### config.mk
export PLATFORM = sky130hd
export DESIGN_NAME = frame_beat_packer_flat
export DESIGN_NICKNAME = d
export VERILOG_FILES = /design/src/rtl/frame_beat_packer_if.sv /design/src/rtl/frame_beat_packer.sv /design/src/flat_wrapper.sv
export SDC_FILE = /design/constraint.sdc
export NUM_CORES = 1
export LEC_CHECK = 0
export CAP_MARGIN = 30
export CORE_AREA = 3 3 139 141
export DETAILED_ROUTE_END_ITERATION = 8
export DIE_AREA = 0 0 142 144
export HOLD_SLACK_MARGIN = 0.08
export PLACE_DENSITY = 0.79
export SLEW_MARGIN = 0
export SYNTH_ARGS = -nofsm -noshare
export SYNTH_HDL_FRONTEND = slang
export SYNTH_SLANG_ARGS = --single-unit
### constraint.sdc
create_clock -name s_axis_aclk -period 5.3 [get_ports s_axis_aclk]
set_input_delay 0.53 -clock s_axis_aclk [delete_from_list [all_inputs] [get_ports s_axis_aclk]]
set_output_delay 0.53 -clock s_axis_aclk [all_outputs]
set_load 0.01 [all_outputs]
### src/rtl/frame_beat_packer_if.sv
// AXI-stream style handshake bundle shared by the narrow input and wide output sides
// of frame_beat_packer.
interface frame_beat_packer_if #(
    parameter int DATA_W = 64
);
    logic [DATA_W-1:0] tdata;
    logic              tvalid;
    logic              tready;
    logic              tlast;

    modport master (output tdata, output tvalid, output tlast, input tready);
    modport slave  (input tdata, input tvalid, input tlast, output tready);
endinterface

### src/rtl/frame_beat_packer.sv
// Packs R narrow pixel beats into one wide beat, tracks frame boundaries and framing errors.
// Optional FRAME_PACKER_RESYNC_EN: an early input tlast closes the frame with a zero-padded word.
module frame_beat_packer #(
    parameter int IN_PIXELS       = 8,
    parameter int PIXELS_PER_BEAT = 16,
    parameter int IMAGE_DIM       = 64
) (
    input  logic                s_axis_aclk,
    input  logic                s_axis_areset,
    frame_beat_packer_if.slave  s_axis,
    frame_beat_packer_if.master m_axis,
    output logic [15:0]         frame_count,
    output logic                err_early,
    output logic                err_missing
);
    localparam int IN_W  = 8 * IN_PIXELS;
    localparam int OUT_W = 8 * PIXELS_PER_BEAT;
    localparam int R     = PIXELS_PER_BEAT / IN_PIXELS;
    localparam int IB    = IMAGE_DIM * IMAGE_DIM / IN_PIXELS;
    localparam int IDX_W = (R > 1) ? $clog2(R) : 1;
    localparam int IB_W  = (IB > 1) ? $clog2(IB) : 1;

    localparam logic [IDX_W-1:0] IDX_LAST = IDX_W'(R - 1);
    localparam logic [IB_W-1:0]  IB_LAST  = IB_W'(IB - 1);

    logic [IDX_W-1:0] idx;
    logic [IB_W-1:0]  ibeat;
    logic [OUT_W-1:0] pack_q;
    logic [OUT_W-1:0] load_word;
    logic [OUT_W-1:0] out_data;
    logic             out_valid;
    logic             out_last;
    logic             idx_last;
    logic             ibeat_last;
    logic             early_last;
    logic             flush;
    logic             accept;
    logic             emit;

    assign idx_last   = (idx == IDX_LAST);
    assign ibeat_last = (ibeat == IB_LAST);
    assign early_last = s_axis.tlast & ~ibeat_last;

`ifdef FRAME_PACKER_RESYNC_EN
    // An early tlast closes the current word, so it needs the output slot just like slot R-1.
    assign flush = early_last;
`else
    assign flush = 1'b0;
`endif

    assign s_axis.tready = (~idx_last & ~flush) | ~out_valid | m_axis.tready;
    assign accept        = s_axis.tvalid & s_axis.tready;
    assign emit          = accept & (idx_last | flush);

    assign m_axis.tdata  = out_data;
    assign m_axis.tvalid = out_valid;
    assign m_axis.tlast  = out_last;

    // Word as it would look if closed this cycle: earlier slots from pack_q, current beat
    // in slot idx, zeros above it.
    always_comb begin
        // NOTE: default assignment first so every path writes load_word and no latch is inferred.
        load_word = pack_q;
        for (int k = 0; k < R; k++) begin
            if (k == int'(idx)) begin
                load_word[k*IN_W +: IN_W] = s_axis.tdata;
            end else if (k > int'(idx)) begin
                load_word[k*IN_W +: IN_W] = '0;
            end
        end
    end

    // NOTE: pack_q is pure datapath with no reset; slots are always written before idx
    // advances past them, so stale contents are never observed.
    always_ff @(posedge s_axis_aclk) begin
        if (accept) begin
            pack_q[int'(idx)*IN_W +: IN_W] <= s_axis.tdata;
        end
    end

    // NOTE: sequential state uses non-blocking assignments so all registers update together.
    always_ff @(posedge s_axis_aclk or posedge s_axis_areset) begin
        if (s_axis_areset) begin
            idx         <= '0;
            ibeat       <= '0;
            out_data    <= '0;
            out_valid   <= 1'b0;
            out_last    <= 1'b0;
            frame_count <= '0;
            err_early   <= 1'b0;
            err_missing <= 1'b0;
        end else begin
            if (accept) begin
                idx   <= emit ? '0 : idx + 1'b1;
                ibeat <= (ibeat_last | flush) ? '0 : ibeat + 1'b1;
                if (early_last) begin
                    err_early <= 1'b1;
                end
                if (ibeat_last & ~s_axis.tlast) begin
                    err_missing <= 1'b1;
                end
            end

            if (emit) begin
                out_data  <= load_word;
                out_valid <= 1'b1;
                out_last  <= ibeat_last | flush;
            end else if (m_axis.tready) begin
                out_valid <= 1'b0;
                out_last  <= 1'b0;
            end

            if (out_valid & m_axis.tready & out_last) begin
                frame_count <= frame_count + 1'b1;
            end
        end
    end
endmodule

### src/flat_wrapper.sv
// flat-port wrapper written by rule: the top's interface ports become plain ports
module frame_beat_packer_flat 
#(
    parameter int IN_PIXELS       = 8,
    parameter int PIXELS_PER_BEAT = 16,
    parameter int IMAGE_DIM       = 64
)
  (s_axis_aclk, s_axis_areset, frame_count, err_early, err_missing, s_axis_tdata, s_axis_tvalid, s_axis_tlast, s_axis_tready, m_axis_tdata, m_axis_tvalid, m_axis_tlast, m_axis_tready);
  frame_beat_packer_if #(.DATA_W(64)) s_axis_i ();
  frame_beat_packer_if #(.DATA_W(128)) m_axis_i ();
  input  logic s_axis_aclk;
  input  logic s_axis_areset;
  output logic [15:0] frame_count;
  output logic err_early;
  output logic err_missing;
  input wire logic [$bits(s_axis_i.tdata)-1:0] s_axis_tdata;
  input wire logic [$bits(s_axis_i.tvalid)-1:0] s_axis_tvalid;
  input wire logic [$bits(s_axis_i.tlast)-1:0] s_axis_tlast;
  output wire logic [$bits(s_axis_i.tready)-1:0] s_axis_tready;
  output wire logic [$bits(m_axis_i.tdata)-1:0] m_axis_tdata;
  output wire logic [$bits(m_axis_i.tvalid)-1:0] m_axis_tvalid;
  output wire logic [$bits(m_axis_i.tlast)-1:0] m_axis_tlast;
  input wire logic [$bits(m_axis_i.tready)-1:0] m_axis_tready;
  assign s_axis_i.tdata = s_axis_tdata;
  assign s_axis_i.tvalid = s_axis_tvalid;
  assign s_axis_i.tlast = s_axis_tlast;
  assign s_axis_tready = s_axis_i.tready;
  assign m_axis_tdata = m_axis_i.tdata;
  assign m_axis_tvalid = m_axis_i.tvalid;
  assign m_axis_tlast = m_axis_i.tlast;
  assign m_axis_i.tready = m_axis_tready;
  frame_beat_packer #(.IN_PIXELS(IN_PIXELS), .PIXELS_PER_BEAT(PIXELS_PER_BEAT), .IMAGE_DIM(IMAGE_DIM)) u_core (.s_axis_aclk(s_axis_aclk), .s_axis_areset(s_axis_areset), .s_axis(s_axis_i), .m_axis(m_axis_i), .frame_count(frame_count), .err_early(err_early), .err_missing(err_missing));
endmodule
==> results.json <==
{
  "synth_cells": 534,
  "hold_ws_ps": 306,
  "drive_gt1_share_pct": 23.9,
  "hold_violations": 0,
  "rr_worst_depth": 3,
  "critPathSlowestCell": "buf_4",
  "numClockSinks": 222,
  "r2r_start": "u_core.idx",
  "fin_crit_sh_pct": 54.4,
  "grt_max_degree": 109,
  "ys_types": 41,
  "antenna_found_initial": 0,
  "mostFrequentLayoutCells": "217 x clkdlybuf4s50_1, 157 x dfrtp_1, 87 x mux2_4",
  "antenna_cells": 0,
  "status": "complete, no violations",
  "dp_hpwl_mm": 13.0,
  "arrival_ps": 2350,
  "peakVddDrop_mv": 0.370,
  "initial_core_util_pct": 49.2,
  "slew_headroom_pct": 37.2,
  "synth_nets": 607,
  "grt_pass1_vias": 5407,
  "end_kind": "output port",
  "boundaryPins": 218,
  "grt_pass1_wl_mm": 30.3,
  "dr.pass1.iters": 4,
  "avgViaCountPerCell": 5.13,
  "critPathKind": "flop to output port",
  "core.rowCount": 49,
  "synth_seq_cells": 222,
  "final_antenna_net_count": 0,
  "final_common_cell": "clkdlybuf4s50_1",
  "cp_cell_sequence": "buf_4, nand3b_1, clkdlybuf4s50_1",
  "yosysWarnings": 0,
  "post_cts_buffers": 0,
  "slew_violations": 0,
  "syn_area_um2": 8890,
  "finClkSkew_ps": 7.80,
  "grt_overflow": 0,
  "cp_slowest_stage_delay_ps": 610,
  "grt_use_total_pct": 18.6,
  "utilization_pct": 67.2,
  "gp_congestion": 0.772,
  "drtIter0Drc": 229,
  "clock.fmax_mhz": 347,
  "synth.largest_area_cell": "dfrtp_1",
  "ys_seq_area_share_pct": 66.1,
  "min_period_ps": 2880,
  "r2r_setup_slack_ps": 2800,
  "die_h_um": 144,
  "nNetsFinal": 833,
  "clock-root-buffer": "clkbuf_16",
  "synthArstFlopShare_pct": 71.2,
  "cts.hold.buffers_added": 0,
  "dieArea_um2": 20400,
  "syn_avg_cell_area_um2": 16.6,
  "start_kind": "flop",
  "setup_tns_ps": 0,
  "power_density_nw_per_um2": 495,
  "synth_area_leaders": "dfrtp_1 44%, edfxtp_1 22%, mux2_4 15%",
  "setup_slack_ps": 2420,
  "portBuffers": 217,
  "min_path_type": "input port to async pin",
  "numCtsBuffers": 24,
  "die_x_um": 142,
  "drc": 0,
  "p_leak_nw": 5.04,
  "rsz0062_at_grt": "false",
  "wl_mm": 19.3,
  "worstSkewPairLatency_ps": 500,
  "vias": 5166,
  "synth_top_area_share_pct": 44.5,
  "critPathMaxFanout": 67,
  "final_cells": 1007,
  "area_growth_pct": 36.7,
  "synthFlopType": "dfrtp_1",
  "cts_resized": 0,
  "fillers": 1222,
  "timing.rr.end": "u_core.pack_q[23]",
  "cap_viol_max_count": 0,
  "detail_route.wl_per_cell_um": 19.1,
  "dp.cells": 962,
  "cts_tree": "yes",
  "synth-edff-count": 64,
  "core-area_um2": 18100,
  "crit_required_ps": 4770,
  "cts_buffer_depth": 3,
  "worst_slew_pin_slew_ps": 942,
  "htree_levels": 1,
  "path_clk_slew_ps": 60,
  "dpl_worst_slack_ps": 2240,
  "finalSetupViolations": 0
}
## through the flow
stage / instance area (um2) / power [mW]
after floorplan: 8890 / 3.26
after global placement: 11200 / 4.10
after detailed placement: 11200 / 4.17
after CTS: 12100 / 6.08
after global routing: 12200 / 6.27
final: 12200 / 6.01
## worst max-delay path: cells and delay by family (launching register included)
family / cells / cell delay (ps)
buffers and inverters: 2 / 1200
AND/OR/NAND/NOR: 1 / 300
flip-flops: 1 / 350
## kinds of logic after synthesis
logic type,Yosys count,share of synthesized area [%]
flip-flops,222,66.1
multiplexers,129,20.0
AND/OR/NAND/NOR,119,8.02
buffers and inverters,27,2.39
AO/OA/AOI/OAI,18,1.44
XOR/XNOR,15,1.48
adder cells (fa/ha/maj),4,0.563
## worst max-delay path by stage
stage	start	to	slack, ps	depth (start not counted)
after floorplan	s_axis_areset	u_core.err_early	510	1
after global placement	s_axis_tvalid	u_core.m_axis.tdata[28]	2300	6
after detailed placement	s_axis_tvalid	u_core.m_axis.tdata[27]	2240	6
after CTS	u_core.idx	s_axis_tready	2370	3
after global routing	u_core.idx	s_axis_tready	2300	3
final	u_core.idx	s_axis_tready	2420	3
## cells in the mapped netlist (all sizes together), types with 2 or more instances
cell	n
inv	3
nor2b	67
ha	4
xnor2	12
nor2	7
xor2	3
nand2	14
clkbuf	9
and4	4
nand3	8
nand2b	4
dfrtp	158
mux2	129
o31ai	2
and2	2
edfxtp	64
o21ai	6
buf	15
o41ai	3
nand4	4
and3	4
## layer usage
layer	GRT usage (%)	part of all wire, %	vias up	wire length, um
li1	-	-	2330	-
met2	31.2	51	169	9750
met3	3.60	5.2	39	1010
met5	0	0	-	0
met4	5.10	2.7	0	514
met1	24.9	42	2628	8000
## layout make-up
class                   count  area (um2)  share of cell area [%]
flip-flops and latches    222        5880                    48.4
multi-input cells         285        2810                    23.1
repair buffers            224        2240                    18.5
clock buffers              31         698                    5.74
well taps                 229         287                    2.36
clock inverters            13         221                    1.82
inverters                   3        16.3                   0.134
## sequential cells by signal (all words and copies together), names as in the netlist
name                  flops
u_core.frame_count       16
u_core.err_early          1
u_core.m_axis.tvalid      1
u_core.err_missing        1
u_core.pack_q            64
u_core.ibeat              9
u_core.m_axis.tdata     128
u_core.idx                1
u_core.m_axis.tlast       1
## report_power, final
part / internal [mW] / switching (mW) / leakage [nW] / total, mW
logic: 1.05 / 0.635 / 2.08 / 1.69
clock network: 1.22 / 0.660 / 0.454 / 1.88
registers: 2.19 / 0.252 / 2.50 / 2.44
total: 4.47 / 1.55 / 5.04 / 6.01
(Power assumes the default switching activity.)
